--- config.mk ---
export PLATFORM = sky130hd
export DESIGN_NAME = line_draw_sched
export DESIGN_NICKNAME = d
export VERILOG_FILES = /design/src/rtl/line_draw_sched.sv
export SDC_FILE = /design/constraint.sdc
export NUM_CORES = 1
export LEC_CHECK = 0
export ABC_AREA = 1
export CORE_MARGIN = 5
export CORE_UTILIZATION = 44
export CTS_CLUSTER_SIZE = 16
export DETAILED_ROUTE_END_ITERATION = 8
export GPL_TIMING_DRIVEN = 1
export PLACE_DENSITY = 0.86
export SETUP_SLACK_MARGIN = 0.4
export SKIP_LAST_GASP = 1
export SLEW_MARGIN = 10
export SYNTH_ARGS = -nofsm -noshare
export SYNTH_HDL_FRONTEND = slang
export SYNTH_SLANG_ARGS = --single-unit
--- constraint.sdc ---
create_clock -name clk -period 3.1 [get_ports clk]
set_input_delay 0.62 -clock clk [delete_from_list [all_inputs] [get_ports clk]]
set_output_delay 0.62 -clock clk [all_outputs]
set_load 0.02 [all_outputs]
--- src/rtl/line_draw_sched.sv ---
// Round-robin scheduler sharing one Bresenham rasterizer between NUM_REQ requesters,
// plus the engine buffer-clear sequence. Define LINE_DRAW_SCHED_PERF_EN to add lines_drawn.
module line_draw_sched #(
  parameter int unsigned NUM_REQ = 2
) (
  input  logic                  clk,
  input  logic                  n_rst,
  input  logic [NUM_REQ-1:0]    req,
  input  logic [32*NUM_REQ-1:0] req_coord,
  output logic [NUM_REQ-1:0]    ack,
  output logic [NUM_REQ-1:0]    fin,
  input  logic                  clr_req,
  output logic                  clr_ack,
  output logic                  busy,
  output logic [1:0]            grant_id,
  output logic [7:0]            eng_x0,
  output logic [7:0]            eng_y0,
  output logic [7:0]            eng_x1,
  output logic [7:0]            eng_y1,
  output logic                  eng_start,
  output logic                  eng_reset_buff,
`ifdef LINE_DRAW_SCHED_PERF_EN
  input  logic                  eng_done,
  output logic [15:0]           lines_drawn
`else
  input  logic                  eng_done
`endif
);

  localparam int unsigned GW    = 2;
  localparam int unsigned CW    = 32;
  localparam int unsigned MAXR  = 4;
  localparam int unsigned PADW  = MAXR * CW;

  typedef struct packed {
    logic [7:0] x0;
    logic [7:0] y0;
    logic [7:0] x1;
    logic [7:0] y1;
  } coord_t;

  typedef enum logic [2:0] {
    ST_IDLE,
    ST_SETUP,
    ST_ISSUE,
    ST_WAIT_DONE,
    ST_CLR_SET,
    ST_CLR_WAIT,
    ST_CLR_EXIT
  } state_t;

  state_t              r_state;
  state_t              w_state_nxt;
  logic                w_grant_en;
  logic                w_fin_en;
  logic                w_busy_nxt;
  logic                w_start_nxt;
  logic                w_rbuf_nxt;
  logic                w_clr_ack_nxt;

  logic [GW-1:0]       r_last_grant;
  logic [GW-1:0]       r_grant_id;
  coord_t              r_coord;
  logic [NUM_REQ-1:0]  r_ack;
  logic [NUM_REQ-1:0]  r_fin;
  logic                r_busy;
  logic                r_eng_start;
  logic                r_eng_reset_buff;
  logic                r_clr_ack;

  logic [MAXR-1:0]     w_req_pad;
  logic                w_any_req;
  logic [GW-1:0]       w_pick;
  logic [MAXR-1:0]     w_oh_pick;
  logic [MAXR-1:0]     w_oh_last;
  logic [PADW-1:0]     w_coord_pad;
  coord_t              w_coord_arr [MAXR];

  // Unused requester slots are zero-padded so every lookup is a full 4-entry table.
  assign w_coord_pad = PADW'(req_coord);
  for (genvar g = 0; g < MAXR; g++) begin : g_coord
    assign w_coord_arr[g] = w_coord_pad[CW*g +: CW];
  end

  // Round-robin pick: scan downward so the nearest requester after last_grant wins.
  always_comb begin
    w_req_pad = MAXR'(req);
    w_any_req = 1'b0;
    w_pick    = r_last_grant;
    for (int unsigned k = NUM_REQ; k > 0; k--) begin
      if (w_req_pad[GW'((32'(r_last_grant) + k) % NUM_REQ)]) begin
        w_any_req = 1'b1;
        w_pick    = GW'((32'(r_last_grant) + k) % NUM_REQ);
      end
    end
  end

  assign w_oh_pick = MAXR'(1) << w_pick;
  assign w_oh_last = MAXR'(1) << r_last_grant;

  always_ff @(posedge clk) begin
    if (!n_rst) begin
      r_state <= ST_IDLE;
    end else begin
      r_state <= w_state_nxt;
    end
  end

  always_comb begin
    w_state_nxt = r_state;
    w_grant_en  = 1'b0;
    w_fin_en    = 1'b0;
    case (r_state)
      ST_IDLE: begin
        if (clr_req) begin
          w_state_nxt = ST_CLR_SET;
        end else if (w_any_req) begin
          w_state_nxt = ST_SETUP;
          w_grant_en  = 1'b1;
        end
      end
      ST_SETUP:     w_state_nxt = ST_ISSUE;
      ST_ISSUE:     w_state_nxt = ST_WAIT_DONE;
      ST_WAIT_DONE: begin
        if (eng_done) begin
          w_state_nxt = ST_IDLE;
          w_fin_en    = 1'b1;
        end
      end
      ST_CLR_SET:   w_state_nxt = ST_CLR_WAIT;
      ST_CLR_WAIT:  w_state_nxt = ST_CLR_EXIT;
      ST_CLR_EXIT:  w_state_nxt = ST_IDLE;
      default:      w_state_nxt = ST_IDLE;
    endcase
    // The clear-exit start pulse releases the engine from its clear state.
    w_busy_nxt    = (w_state_nxt != ST_IDLE);
    w_start_nxt   = (w_state_nxt == ST_ISSUE) || (w_state_nxt == ST_CLR_EXIT);
    w_rbuf_nxt    = (w_state_nxt == ST_CLR_SET);
    w_clr_ack_nxt = (w_state_nxt == ST_CLR_EXIT);
  end

  always_ff @(posedge clk) begin
    if (!n_rst) begin
      r_last_grant     <= GW'(NUM_REQ - 1);
      r_grant_id       <= '0;
      r_coord          <= '0;
      r_ack            <= '0;
      r_fin            <= '0;
      r_busy           <= 1'b0;
      r_eng_start      <= 1'b0;
      r_eng_reset_buff <= 1'b0;
      r_clr_ack        <= 1'b0;
    end else begin
      r_ack            <= w_grant_en ? w_oh_pick[NUM_REQ-1:0] : '0;
      r_fin            <= w_fin_en ? w_oh_last[NUM_REQ-1:0] : '0;
      r_busy           <= w_busy_nxt;
      r_eng_start      <= w_start_nxt;
      r_eng_reset_buff <= w_rbuf_nxt;
      r_clr_ack        <= w_clr_ack_nxt;
      // Coordinates only move at grant, so they stay frozen until eng_done.
      if (w_grant_en) begin
        r_last_grant <= w_pick;
        r_grant_id   <= w_pick;
        r_coord      <= w_coord_arr[w_pick];
      end
    end
  end

  assign ack            = r_ack;
  assign fin            = r_fin;
  assign busy           = r_busy;
  assign clr_ack        = r_clr_ack;
  assign grant_id       = r_grant_id;
  assign eng_x0         = r_coord.x0;
  assign eng_y0         = r_coord.y0;
  assign eng_x1         = r_coord.x1;
  assign eng_y1         = r_coord.y1;
  assign eng_start      = r_eng_start;
  assign eng_reset_buff = r_eng_reset_buff;

`ifdef LINE_DRAW_SCHED_PERF_EN
  logic [15:0] r_lines;

  // Completed-line counter; wraps naturally and is zeroed by a buffer clear.
  always_ff @(posedge clk) begin
    if (!n_rst) begin
      r_lines <= '0;
    end else if (r_clr_ack) begin
      r_lines <= '0;
    end else if (|r_fin) begin
      r_lines <= r_lines + 16'd1;
    end
  end

  assign lines_drawn = r_lines;
`endif

endmodule

==> results by group <==
Synth
  • Library cells used by synthesis: 20
  • #FFs+latches synth: 46
  • Syn Std Cell Area: 2313 um^2
  • Synth Instances: roughly 370
  • Post-synth net total: about 440
  • Syn_area_per_cell: 6.236 um^2
  • Seq/Total Area, Yosys: 0.3981
  • YS warnings: 0

Die
  • Initial cell density of the core: 0.4530
  • Chip Height: ~83 um
  • I/O Pins: roughly 110
  • Die X: between 80 and 90 um
  • Rows: 26
  • CORE AREA: just over 5000 um^2
  • Die area: 6808 um^2

STA
  • Setup TNS Final: 0 ns
  • Setup ws final: roughly 0.84 ns
  • Hold Violations, Final: 0
  • Final hold slack: about 0.50 ns
  • FMAX: 0.4423 GHz
  • RSZ-0062 raised after global routing: false
  • Final slew viol count: 0
  • Final-report setup violation count: 0
  • Slew at the pin with the worst max-slew slack: between 0.6 and 0.7 ns
  • Period utilisation layout: 0.7293
  • Minimum clock period: 2.261 ns
  • Relative slew slack: 0.5606
  • Final Skew: 0.006456 ns

Clock tree
  • Hold-fix buffers at CTS: 0
  • Htree depth: 2
  • CTS resizes: 0
  • Clock sink count: between 40 and 50
  • Clock slew at reported path FFs: about 0.08 ns
  • CTS Buf Count: 5
  • Root Buffer: clkbuf_8
  • Postcts setup bufs: 0
  • Buffer depth of the longest clock path: 2
  • CTS tree: built
  • Clock latency on the worst-skew pair: ~0.29 ns

GRT
  • Total GRT Usage: 0.1730
  • Vias in the first global route: 2167
  • First-pass GRT wire length: just over 9000 um
  • Global route overflow: 0
  • Initial antenna violation count: 0
  • Largest net degree at the start of global routing: 37

Worst setup path
  • Critical path class: in2reg
  • Critical path, cell by cell: clkdlybuf4s50_1 > inv_1 > nand2_1 > nand3_2 > buf_12 > nor2_1 > nor2_1
  • CP max stage cell: clkdlybuf4s50_1
  • Worst Setup Start Kind: input port
  • Worst path most repeated cell: nor2_1
  • Worst setup EP type: flop
  • Critical path data required time: between 3 and 4 ns
  • CP Data Arrival Time: between 2 and 2.5 ns
  • R2R Setup Slk: 1.33 ns
  • Critical path's largest stage delay: between 0.5 and 0.6 ns
  • Crit Path Max Fanout: 36

Drt
  • Total length of routed wires: approximately 6000 um
  • Post-DRT Antenna Nets: 0
  • Vias per std cell: 4.383
  • DR pass1 iterations: 4
  • Initial detailed-routing violation count: slightly above 100
  • WL/cell: ~11 um
  • Via count: between 2000 and 2500
  • DRC viols: 0

Power
  • Tot Pwr: 1818 uW
  • Pwr per Cell Area: a little over 500 nW/um^2
  • Lkg Pwr: about 0.0017 uW
  • Worst vdd ir: roughly 0.41 mV

Finish
  • Reg area: about 900 um^2
  • Antenna diode count: 0
  • Layout cell share with drive strength beyond 1: 0.07353
  • Filler Cells Inserted: a little under 500
  • Layout net count: ~550
  • Multi-input gate area: 1091 um^2
  • P&R area growth vs syn: 52.19%

Place
  • Pre-CTS worst setup slack: about 0.54 ns
  • DP HPWL: around 4500 um
  • I/O Buffers: between 100 and 150
  • Routability Congestion: a little over 0.8

Min path
  • Min-delay worst type: reg2reg

Flow run
  • Max cap viols: 0

Outcome
  • Status: complete, no violations
## cell usage after synthesis
master | number | area [um^2]
a21oi_1 | 4 | 20.02
buf_1 | 1 | 3.750
buf_12 | 1 | 20.02
buf_2 | 6 | 30.03
buf_4 | 2 | 15.01
buf_6 | 5 | 56.30
buf_8 | 1 | 15.01
clkbuf_1 | 2 | 7.510
dfxtp_1 | 46 | 920.9
inv_1 | 43 | 161.4
nand2_1 | 156 | 585.6
nand2_2 | 20 | 125.1
nand3_1 | 6 | 30.03
nand3_2 | 1 | 10.01
nor2_1 | 71 | 266.5
nor2_2 | 1 | 6.260
nor2_4 | 1 | 11.26
nor3_1 | 2 | 10.01
nor3_2 | 1 | 10.01
o21ai_2 | 1 | 8.760
## path summary, 6_finish.rpt
kind | startpoint | to | cells after the start
max | req[1] | eng_x0[2]$_SDFFE_PN0P_ | 7
min | grant_id[0]$_SDFFE_PN0P_ | grant_id[0]$_SDFFE_PN0P_ | 2
max reg2reg | r_state[2]$_SDFF_PN0_ | eng_x0[2]$_SDFFE_PN0P_ | 5
min reg2reg | grant_id[0]$_SDFFE_PN0P_ | grant_id[0]$_SDFFE_PN0P_ | 2
## cell families after synthesis
kind of cell / share of synthesized area
and+or+nand+nor: 0.4559
buffers and inverters: 0.1336
AOI/OAI and AO/OA: 0.01244
DFF: 0.3981
## layout make-up
| class | instances | area share |
|---|---|---|
| Clock buffer | 7 | 0.02168 |
| Clock inverter | 1 | 0.008529 |
| Inverter | 43 | 0.04584 |
| Multi-Input combinational cell | 264 | 0.3099 |
| Sequential cell | 46 | 0.2615 |
| Tap cell | 70 | 0.02488 |
| Timing Repair Buffer | 115 | 0.3276 |
## report_power, final
part / internal, uW / switching, uW
clock network: 241 / 182
registers: 670 / 44.7
logic: 315 / 364
total: 1230 / 592
## stage by stage
stage | util | cells | instance area (um^2)
floorplan | - | 371 | 2313
global placement | 0.6685 | 538 | 3415
global route | 0.6894 | 546 | 3521
CTS | 0.6894 | 546 | 3521
finish | 0.6894 | 546 | 3521
detailed placement | 0.6685 | 538 | 3415
## state kept, by name (all words and copies together) (netlist names)
signal / count
ack: 2
busy: 1
clr_ack: 1
eng_reset_buff: 1
eng_start: 1
eng_x0: 8
eng_x1: 8
eng_y0: 8
eng_y1: 8
fin: 2
grant_id: 1
r_last_grant: 2
r_state: 3
## cells in the final DEF, fill, tap and decap left out, types with 2 or more instances in the layout
cell	n
a21oi_1	4
clkdlybuf4s50_1	111
nor2_1	71
clkbuf_1	2
nand3_1	6
clkbuf_8	5
inv_1	43
buf_4	3
nor3_1	2
nand2_2	20
dfxtp_1	46
nand2_1	156
## metal layers
layer	vias to the layer above	wire (um)	global-route usage
met3	16	313	0.04230
met1	1043	2372	0.1856
met4	0	182	0.08007
met2	55	3068	0.3165
li1	1279	-	-
met5	-	0	0
## critical path: cells and delay by family
family | cells | cell delay (ns)
simple gates | 4 | 0.80
buf+inv | 3 | 1.00
No activity file was read; power rests on OpenSTA's default activity.
